[src/rtl/sp_ram_pl_pkg.sv]
// Shared types and helpers for the pipelined single-port RAM.
// Parity support in the RAM is enabled with SP_RAM_PARITY_EN.
package sp_ram_pkg;

  typedef enum logic {
    ST_CLEAR = 1'b0,
    ST_READY = 1'b1
  } state_e;

  localparam int RD_LAT_MAX = 4;
  localparam int MAX_BYTES  = 32;

  // Even parity of every byte lane; callers cast the result down to their lane count.
  function automatic logic [MAX_BYTES-1:0] byte_par(input logic [8*MAX_BYTES-1:0] d);
    logic [MAX_BYTES-1:0] r;
    for (int i = 0; i < MAX_BYTES; i++) r[i] = ^d[8*i +: 8];
    return r;
  endfunction

endpackage

[src/rtl/sp_ram_pl_if.sv]
// Access bus of sp_ram_pl: request side driven by the master, read return by the RAM.
// Parity lanes are always present; they only carry meaning with SP_RAM_PARITY_EN.
interface sp_ram_pl_if #(
  parameter int ADD_WD  = 4,
  parameter int DATA_WD = 32
);
  logic                   cs;
  logic                   rnw;
  logic [ADD_WD-1:0]      add;
  logic [DATA_WD-1:0]     wr_data;
  logic [DATA_WD/8-1:0]   wr_be;
  logic                   par_inj;
  logic [DATA_WD-1:0]     rd_data;
  logic                   rd_valid;
  logic [DATA_WD/8-1:0]   rd_perr;
  logic                   busy;

  modport master (
    output cs, rnw, add, wr_data, wr_be, par_inj,
    input  rd_data, rd_valid, rd_perr, busy
  );

  modport slave (
    input  cs, rnw, add, wr_data, wr_be, par_inj,
    output rd_data, rd_valid, rd_perr, busy
  );
endinterface

[src/rtl/sp_ram_pl_rd_pipe.sv]
// Delay line for read returns; data only advances with its valid so the tail holds.
// Used by sp_ram_pl regardless of SP_RAM_PARITY_EN; STAGES = 0 is a pass-through.
module sp_ram_rd_pipe #(
  parameter int WIDTH  = 36,
  parameter int STAGES = 1
) (
  input  logic             clk,
  input  logic             rst,
  input  logic             vld_i,
  input  logic [WIDTH-1:0] dat_i,
  output logic             vld_o,
  output logic [WIDTH-1:0] dat_o
);

  logic             vld_pipe_q [STAGES:0];
  logic [WIDTH-1:0] dat_pipe_q [STAGES:0];

  assign vld_pipe_q[0] = vld_i;
  assign dat_pipe_q[0] = dat_i;

  for (genvar s = 1; s <= STAGES; s++) begin : g_stg
    always_ff @(posedge clk) begin
      if (rst) begin
        vld_pipe_q[s] <= 1'b0;
        dat_pipe_q[s] <= '0;
      end else begin
        vld_pipe_q[s] <= vld_pipe_q[s-1];
        if (vld_pipe_q[s-1]) dat_pipe_q[s] <= dat_pipe_q[s-1];
      end
    end
  end

  if (STAGES == 0) begin : g_thru
    logic unused_clk_rst;
    assign unused_clk_rst = clk ^ rst;
  end

  assign vld_o = vld_pipe_q[STAGES];
  assign dat_o = dat_pipe_q[STAGES];

endmodule

[src/rtl/sp_ram_pl.sv]
// Single-port RAM with byte enables, post-reset hardware clear and registered read latency.
// Define SP_RAM_PARITY_EN to store and check one even-parity bit per byte.
module sp_ram_pl
  import sp_ram_pkg::*;
#(
  parameter int add_wd  = 4,
  parameter int data_wd = 32,
  parameter int depth   = 16,
  parameter int rd_lat  = 2,
  parameter int wr_thru = 0
) (
  input  logic    clk,
  input  logic    rst,
  sp_ram_pl_if.slave bus
);

  localparam int NB = data_wd / 8;
  localparam int PW = data_wd + NB;

  if ((data_wd % 8) != 0 || depth > (1 << add_wd) || rd_lat < 1 || rd_lat > RD_LAT_MAX)
  begin : g_bad_cfg
    $error("sp_ram_pl: illegal parameter combination");
  end

  state_e              state_q, state_d;
  logic [add_wd-1:0]   cnt_q, cnt_d;
  logic                clr_we, acc, in_rng, wr_en, launch;
  logic [data_wd-1:0]  rd_word, merged, s1_dat_d;
  logic [NB-1:0]       s1_perr_d;
  logic                s1_vld_q;
  logic [data_wd-1:0]  s1_dat_q;
  logic [NB-1:0]       s1_perr_q;
  logic                pipe_vld;
  logic [PW-1:0]       pipe_dat;
  logic [data_wd-1:0]  mem_q [depth];

  always_ff @(posedge clk) begin
    if (rst) begin
      state_q <= ST_CLEAR;
      cnt_q   <= '0;
    end else begin
      state_q <= state_d;
      cnt_q   <= cnt_d;
    end
  end

  always_comb begin
    state_d = state_q;
    cnt_d   = cnt_q;
    clr_we  = 1'b0;
    case (state_q)
      ST_CLEAR: begin
        clr_we = 1'b1;
        cnt_d  = cnt_q + 1'b1;
        if (cnt_q == add_wd'(depth - 1)) begin
          state_d = ST_READY;
          cnt_d   = '0;
        end
      end
      default: ;
    endcase
  end

  assign acc    = bus.cs && (state_q == ST_READY);
  assign in_rng = int'(bus.add) < depth;
  assign wr_en  = acc && !bus.rnw && in_rng;
  assign launch = acc && (bus.rnw || (wr_thru != 0));

  always_comb begin
    rd_word = in_rng ? mem_q[bus.add] : '0;
    for (int b = 0; b < NB; b++)
      merged[8*b +: 8] = bus.wr_be[b] ? bus.wr_data[8*b +: 8] : rd_word[8*b +: 8];
    s1_dat_d = '0;
    if (in_rng) s1_dat_d = bus.rnw ? rd_word : merged;
  end

  // Memory is left alone while rst is high, so a write coinciding with reset is lost.
  always_ff @(posedge clk) begin
    if (!rst) begin
      if (clr_we) begin
        mem_q[cnt_q] <= '0;
      end else if (wr_en) begin
        for (int b = 0; b < NB; b++)
          if (bus.wr_be[b]) mem_q[bus.add][8*b +: 8] <= bus.wr_data[8*b +: 8];
      end
    end
  end

`ifdef SP_RAM_PARITY_EN
  logic [NB-1:0] par_q [depth];
  logic [NB-1:0] par_rd, wpar, par_new, par_sel;

  always_comb begin
    par_rd  = in_rng ? par_q[bus.add] : '0;
    wpar    = NB'(byte_par((8*MAX_BYTES)'(bus.wr_data))) ^ {NB{bus.par_inj}};
    par_new = (bus.wr_be & wpar) | (~bus.wr_be & par_rd);
    par_sel = bus.rnw ? par_rd : par_new;
    s1_perr_d = '0;
    if (in_rng) s1_perr_d = NB'(byte_par((8*MAX_BYTES)'(s1_dat_d))) ^ par_sel;
  end

  always_ff @(posedge clk) begin
    if (!rst) begin
      if (clr_we) begin
        par_q[cnt_q] <= '0;
      end else if (wr_en) begin
        for (int b = 0; b < NB; b++)
          if (bus.wr_be[b]) par_q[bus.add][b] <= wpar[b];
      end
    end
  end
`else
  logic unused_par_inj;
  assign unused_par_inj = bus.par_inj;
  assign s1_perr_d      = '0;
`endif

  // Stage 1: registered array read; data only loads on a launch so the output holds.
  always_ff @(posedge clk) begin
    if (rst) begin
      s1_vld_q  <= 1'b0;
      s1_dat_q  <= '0;
      s1_perr_q <= '0;
    end else begin
      s1_vld_q <= launch;
      if (launch) begin
        s1_dat_q  <= s1_dat_d;
        s1_perr_q <= s1_perr_d;
      end
    end
  end

  sp_ram_rd_pipe #(
    .WIDTH  (PW),
    .STAGES (rd_lat - 1)
  ) u_rd_pipe (
    .clk   (clk),
    .rst   (rst),
    .vld_i (s1_vld_q),
    .dat_i ({s1_perr_q, s1_dat_q}),
    .vld_o (pipe_vld),
    .dat_o (pipe_dat)
  );

  assign bus.rd_data  = pipe_dat[data_wd-1:0];
  assign bus.rd_valid = pipe_vld;
  assign bus.rd_perr  = pipe_vld ? pipe_dat[PW-1:data_wd] : '0;
  assign bus.busy     = (state_q == ST_CLEAR);

endmodule

[src/flat_wrapper.sv]
// flat-port wrapper written by rule: the top's interface ports become plain ports
module sp_ram_pl_flat import sp_ram_pkg::*;
#(
  parameter int add_wd  = 4,
  parameter int data_wd = 32,
  parameter int depth   = 16,
  parameter int rd_lat  = 2,
  parameter int wr_thru = 0
)
  (clk, rst, bus_cs, bus_rnw, bus_add, bus_wr_data, bus_wr_be, bus_par_inj, bus_rd_data, bus_rd_valid, bus_rd_perr, bus_busy);
  sp_ram_pl_if #(.ADD_WD((4)), .DATA_WD((32))) bus_i ();
  input  logic clk;
  input  logic rst;
  input wire logic [$bits(bus_i.cs)-1:0] bus_cs;
  input wire logic [$bits(bus_i.rnw)-1:0] bus_rnw;
  input wire logic [$bits(bus_i.add)-1:0] bus_add;
  input wire logic [$bits(bus_i.wr_data)-1:0] bus_wr_data;
  input wire logic [$bits(bus_i.wr_be)-1:0] bus_wr_be;
  input wire logic [$bits(bus_i.par_inj)-1:0] bus_par_inj;
  output wire logic [$bits(bus_i.rd_data)-1:0] bus_rd_data;
  output wire logic [$bits(bus_i.rd_valid)-1:0] bus_rd_valid;
  output wire logic [$bits(bus_i.rd_perr)-1:0] bus_rd_perr;
  output wire logic [$bits(bus_i.busy)-1:0] bus_busy;
  assign bus_i.cs = bus_cs;
  assign bus_i.rnw = bus_rnw;
  assign bus_i.add = bus_add;
  assign bus_i.wr_data = bus_wr_data;
  assign bus_i.wr_be = bus_wr_be;
  assign bus_i.par_inj = bus_par_inj;
  assign bus_rd_data = bus_i.rd_data;
  assign bus_rd_valid = bus_i.rd_valid;
  assign bus_rd_perr = bus_i.rd_perr;
  assign bus_busy = bus_i.busy;
  sp_ram_pl #(.add_wd(add_wd), .data_wd(data_wd), .depth(depth), .rd_lat(rd_lat), .wr_thru(wr_thru)) u_core (.clk(clk), .rst(rst), .bus(bus_i));
endmodule
[config.mk]
export PLATFORM = sky130hd
export DESIGN_NAME = sp_ram_pl_flat
export DESIGN_NICKNAME = d
export VERILOG_FILES = /design/src/rtl/sp_ram_pl_pkg.sv /design/src/rtl/sp_ram_pl_if.sv /design/src/rtl/sp_ram_pl_rd_pipe.sv /design/src/rtl/sp_ram_pl.sv /design/src/flat_wrapper.sv
export SDC_FILE = /design/constraint.sdc
export NUM_CORES = 1
export LEC_CHECK = 0
export CORE_ASPECT_RATIO = 0.6
export CORE_MARGIN = 1
export CORE_UTILIZATION = 50
export CTS_BUF_LIST = sky130_fd_sc_hd__clkbuf_16
export DETAILED_ROUTE_END_ITERATION = 10
export PLACE_DENSITY = 0.76
export SYNTH_ARGS = -nofsm -noshare
export SYNTH_HDL_FRONTEND = slang
export SYNTH_SLANG_ARGS = --single-unit
[constraint.sdc]
create_clock -name clk -period 4.3 [get_ports clk]
set_input_delay 0.86 -clock clk [delete_from_list [all_inputs] [get_ports clk]]
set_output_delay 0.86 -clock clk [all_outputs]
set_load 0.02 [all_outputs]
==> impl_metrics.toml, run 1 <==
[run_status]
status = "finished clean"

[layout]
stdcell_count = 1913
area_growth_pct = 15.8
layout-drive-gt1-share = 0.243
fillers = 3111
multiInputGateArea_um2 = 5270
regArea_um2 = 16800
antenna_cells = 0
final_nets = 1338

[placement]
dpl.cell_count = 1819
pre_cts_slack_ns = 0.473
gp_congestion = 0.780
io_buffers = 77
hpwlAfterDp_um = 30000

[sta]
fin_worst_skew_ns = 0.0101
worst_slew_pin_slew_ns = 0.984
final-hold-violation-count = 0
setup_viol = 0
slew_viol_final = 0
period_minus_slack_ns = 3.26
relSlewSlack = 0.339
fmax_mhz = 307
finalSetupTns_ns = 0
layout_setup_ws_ns = 1.04
min_period_over_period = 0.758
hold_slack_ns = 0.491
rsz0062_at_grt = "false"

[route]
routed-via-count = 11600
via_per_inst = 6.06
totalWireLength_um = 48400
drt.antenna.violating_nets = 0
drt_pre_antenna_iters = 7
drc = 0
wl_per_cell_um = 25.3
drt-initial-drc-count = 1096

[synth]
synth_edf_count = 512
async_reset_ff_frac = 0
synth_commonest_cells = "edfxtp_1 (512), mux4_2 (126), dfxtp_1 (71)"
synth_top_area_share = 0.684
yosys_warnings = 0
synth_flop_cell = "edfxtp_1"
syn-instance-count = 1147
syn-cell-area_um2 = 22500
yosys.area.top_type = "edfxtp_1"
postSynthAreaPerCell_um2 = 19.6
synth.most_common_cell = "edfxtp_1"
ys_top_cells_by_area = "edfxtp_1 (68%), mux4_2 (13%), dfxtp_1 (6.3%), mux2i_1 (2.2%), a22oi_1 (1.7%)"
synth_cell_types = 37
ys_ff_latch = 583
yosysSeqAreaShare = 0.748

[floorplanning]
dieArea_um2 = 45800
io-pin-count = 83
core_area_um2 = 43800
rows = 59
die_y_um = 166
die_w_um = 276
initial_core_util = 0.512

[clock_network]
insertion_delay_ns = 0.58
clk_pin_slew_worst_paths_ns = 0.07
htreeDepth = 2
cts_buffers = 50
post_cts_buffers = 0
cts_tree = "yes"
post_cts_resized = 0
root_buffer = "clkbuf_16"
cts_hold_buf = 0
cts.sinks = 583
clockBufferDepth = 3

[global_route]
groute.usage.overall = 0.215
grt_overflow_total = 0
grt_max_degree = 50
grt_pass1_wl_um = 72500
grt_pass1_vias = 11500
antenna_found_initial = 0

[power_and_ir_drop]
leakagePower_uw = 0.00936
power-per-cell-area_nw_per_um2 = 436
vdd_drop_max_uv = 353

[setup_path]
crit_fanout = 17
r2r-end = "u_core.mem_q[14][4]"
worstPathArrival_ns = 3.54
crit_path_start_kind = "primary input"
worstSetupEndpointType = "flip-flop"
worst-r2r-cell-count = 6
r2r-start = "u_core.state_q"
reg2reg_slack_ns = 1.26
worstSetupPathType = "primary input to flip-flop"
required_ns = 4.58

[hold_path]
hold_end = "u_core.s1_dat_q[15]"
worstHoldStart = "u_core.s1_dat_q[15]"
hp-class = "flip-flop to flip-flop"
worstHoldPathCells = 2

[flow_run]
maxCapViolCount = 0
-- worst max-delay path, stage by stage --
cell	delay, ns
clkdlybuf4s50_1	0.64
nand2_1	0.14
nor4_4	0.19
buf_4	0.35
mux2_2	0.55
nor3_1	0.52
buf_4	0.28
-- logic make-up (layout without fill, tap and decap cells) --
family | count (synthesis) | after routing | synth area share
AOI/OAI and AO/OA | 75 | 75 | 0.0245
xor gates and xnor gates | 1 | 1 | 0.000390
adders and majority gates | 1 | 1 | 0.000557
buffers and inverters | 79 | 263 | 0.0189
DFF | 583 | 583 | 0.748
muxes | 201 | 201 | 0.162
other | 1 | 4 | 0.000167
and+or+nand+nor | 206 | 206 | 0.0462
-- cell usage in the layout, fill, tap and decap left out, drive strengths merged, types with 4 or more instances in the layout --
cell / instances
clkinv: 19
conb: 4
and2: 33
mux4: 126
dfxtp: 71
nand2: 41
nor3: 65
edfxtp: 512
inv: 15
a21o: 4
clkbuf: 53
nor2b: 12
bufinv: 9
mux2i: 55
mux2: 20
nor2: 40
a21oi: 4
o211ai: 14
buf: 94
a22oi: 51
clkdlybuf4s50: 73
nand3: 4
-- per-stage QoR --
stage | power (µW) | area [µm²] | util
detailed placement | 6690 | 24300 | 0.554
floorplan | 6540 | 22500 | -
finish | 11300 | 26000 | 0.593
global placement | 6680 | 24300 | 0.554
global route | 11600 | 26000 | 0.593
CTS | 11400 | 26000 | 0.593
-- per-layer routing --
metal,GRT usage,share of wire,up-vias
met2,0.310,0.45,502
met1,0.336,0.45,6089
li1,-,-,4938
met4,0.0449,0.016,0
met3,0.0496,0.087,66
met5,0,0,-
-- cell type report --
| class | count | share of cell area |
|---|---|---|
| sequential | 583 | 0.646 |
| multi-input combinational | 488 | 0.203 |
| timing repair buffer | 167 | 0.0566 |
| clock buffer | 53 | 0.0510 |
| tap | 579 | 0.0279 |
| clock inverter | 41 | 0.0157 |
| inverter | 2 | 0.000289 |
-- flip-flops by register name, indices dropped and copies added, names as in the netlist --
register / count
u_core.mem_q: 512
u_core.s1_dat_q: 32
u_core.u_rd_pipe.vld_o: 1
u_core.state_q: 1
u_core.u_rd_pipe.dat_o: 32
u_core.cnt_q: 4
u_core.s1_vld_q: 1
-- how the worst max path moves through the flow --
stage	start	slack [ns]	end
after floorplan	rst	1.30	u_core.mem_q[11][0]
after global placement	bus_cs	0.52	u_core.mem_q[5][29]
after detailed placement	bus_cs	0.47	u_core.mem_q[5][29]
after CTS	bus_cs	1.06	u_core.mem_q[5][29]
after global routing	bus_cs	0.91	u_core.mem_q[5][29]
final	bus_cs	1.04	u_core.mem_q[14][4]
-- power by group --
group	internal (µW)	switching [µW]
registers	6130	16.0
logic	190	236
clock network	2760	2000
total	9080	2250
No activity file was read; power rests on OpenSTA's default activity.
==> run 2, diff against run 1 <==
Settings changed: PLACE_DENSITY 0.76 to 0.79.
Clock period 4.3 ns to 2.9 ns, I/O delays scaled along.
==> run 2 against run 1 <==
  * Clock-buffer cell count shrank 2
  * Die area is the same
  * Wire length increased by 2.5%
  * Worst setup slack got worse by 0.83 ns
  * Non-clock buffer count up 45
  * Sequential share of layout area decreased by 2.1 points
  * Critical endpoint is now u_core.mem_q[0][17]
==> impl_metrics.toml, run 2 (synthesis results as in run 1) <==
[route]
drt.antenna.violating_nets = 0
wl_per_cell_um = 25.4
drt-initial-drc-count = 1187
via_per_inst = 5.98
routed-via-count = 11700
drt_pre_antenna_iters = 5
drc = 0
totalWireLength_um = 49600

[floorplanning]
rows = 59
die_y_um = 166
core_area_um2 = 43800
initial_core_util = 0.512
io-pin-count = 83
dieArea_um2 = 45800
die_w_um = 276

[layout]
final_common_cell = "edfxtp_1"
final_nets = 1382
top_register = "u_core.mem_q"
fillers = 3025
layout-drive-gt1-share = 0.271
area_growth_pct = 19.6
antenna_cells = 0
final_cell_mix = "edfxtp_1 (512), mux4_2 (126), buf_4 (85)"
largest_reg_flops = 512
final_area_um2 = 26900
fin_util = 0.613
stdcell_count = 1955

[setup_path]
path_buf_inv = 3
crit_path_start_kind = "primary input"
slowest_stage = "mux2i_2"
required_ns = 3.23
path_cells = "clkdlybuf4s50_1 -> nor4_2 -> nor4_4 -> buf_4 -> mux2i_2 -> nor3_1 -> buf_12"
reg2reg_slack_ns = 0.55
worstSetupEndpointType = "flip-flop"
worstSetupStartpoint = "bus_wr_be[2]"
worstPathArrival_ns = 3.02
worstSetupPathType = "primary input to flip-flop"
crit_fanout = 16
r2r-end = "u_core.mem_q[0][17]"
r2r-start = "u_core.state_q"
worst-r2r-cell-count = 6
cp_slowest_stage_delay_ns = 0.85
crit_family = "buffers and inverters"

[placement]
gp_congestion = 0.768
dpl.cell_count = 1864
io_buffers = 77
pre_cts_slack_ns = -0.347
hpwlAfterDp_um = 31000
placed_area_um2 = 25200

[power_and_ir_drop]
power-per-cell-area_nw_per_um2 = 616
power_uw = 16500
comb_power_share = 0.043
p_int_uw = 13200
vdd_drop_max_uv = 566
pwr-share-seq = 0.550
power_switching_uw = 3380
leakagePower_uw = 0.00966
switching_share = 0.204
clock_power_share = 0.407

[sta]
min_period_over_period = 0.927
rsz0062_at_grt = "false"
setup_viol = 0
relSlewSlack = 0.272
slew_viol_final = 0
final-hold-violation-count = 0
fin_worst_skew_ns = 0.0217
worst_slew_pin_slew_ns = 1.07
fmax_mhz = 372
layout_setup_ws_ns = 0.210
period_minus_slack_ns = 2.69

[global_route]
groute.usage.overall = 0.221
grt_pass1_wl_um = 74100
grt_overflow_total = 0
grt_max_degree = 45
grt_pass1_vias = 11800
antenna_found_initial = 0

[clock_network]
cts.sinks = 583
clockBufferDepth = 3
htreeDepth = 2
cts_tree = "yes"
root_buffer = "clkbuf_16"
post_cts_buffers = 0
cts_buffers = 49
insertion_delay_ns = 0.58
clk_pin_slew_worst_paths_ns = 0.06
post_cts_resized = 0
cts_hold_buf = 0

[hold_path]
hp-class = "flip-flop to flip-flop"
hold_end = "u_core.s1_dat_q[18]"
worstHoldStart = "u_core.s1_dat_q[18]"
worstHoldPathCells = 2

[flow_run]
maxCapViolCount = 0

[run_status]
status = "finished clean"
## run 2: cell count changes in the layout (fill, tap and decap cells not counted)
cell,delta
inv_1,-3
inv_6,+1
clkinvlp_4,+5
buf_4,-5
buf_12,+50
clkinv_1,-4
bufinv_16,-3
clkinv_2,+3
clkinv_4,-1
inv_2,+1
clkbuf_16,-2
## run 2: worst max path at each step
stage	to	depth (start not counted)
2_1_floorplan	u_core.mem_q[11][0]	5
3_3_place_gp	u_core.mem_q[1][29]	7
3_5_place_dp	u_core.mem_q[0][22]	7
4_1_cts	u_core.mem_q[0][17]	7
5_1_grt	u_core.mem_q[1][3]	7
6_report	u_core.mem_q[0][17]	7
## run 2: final cells by class
cell class / count / area, µm² / share of cell area
Clock buffer: 51 / 1280 / 0.0475
Tap cell: 579 / 724 / 0.0270
Multi-Input combinational cell: 488 / 5270 / 0.196
Inverter: 2 / 7.51 / 0.000279
Timing Repair Buffer: 212 / 2430 / 0.0906
Clock inverter: 40 / 349 / 0.0130
Sequential cell: 583 / 16800 / 0.625
## run 2: worst register-to-register path, stage by stage (launching register included)
cell     delay [ns]
dfxtp_1        0.34
nand2_1        0.09
nor4_4         0.17
buf_4          0.19
mux2i_2        0.89
nor3_1         0.20
buf_12         0.22
## run 2: stage by stage
stage	hold WS, ns	setup TNS (ns)
floorplan	0.442	0
global placement	0.462	-83.05
detailed placement	0.467	-98.30
CTS	0.482	0
global route	0.504	0
finish	0.475	0
## run 2: power by group through the flow
stage	Sequential (µW)	Clock, µW	Combinational, µW
floorplan	9280	0	416
global placement	9280	0	697
detailed placement	9290	0	709
CTS	9110	6790	717
global route	9110	7140	756
finish	9110	6730	712
## run 2: per-layer routing
layer / GRT usage / part of all wire
met5: 0 / 0
met3: 0.0431 / 0.087
met4: 0.0406 / 0.016
met1: 0.335 / 0.43
met2: 0.337 / 0.47
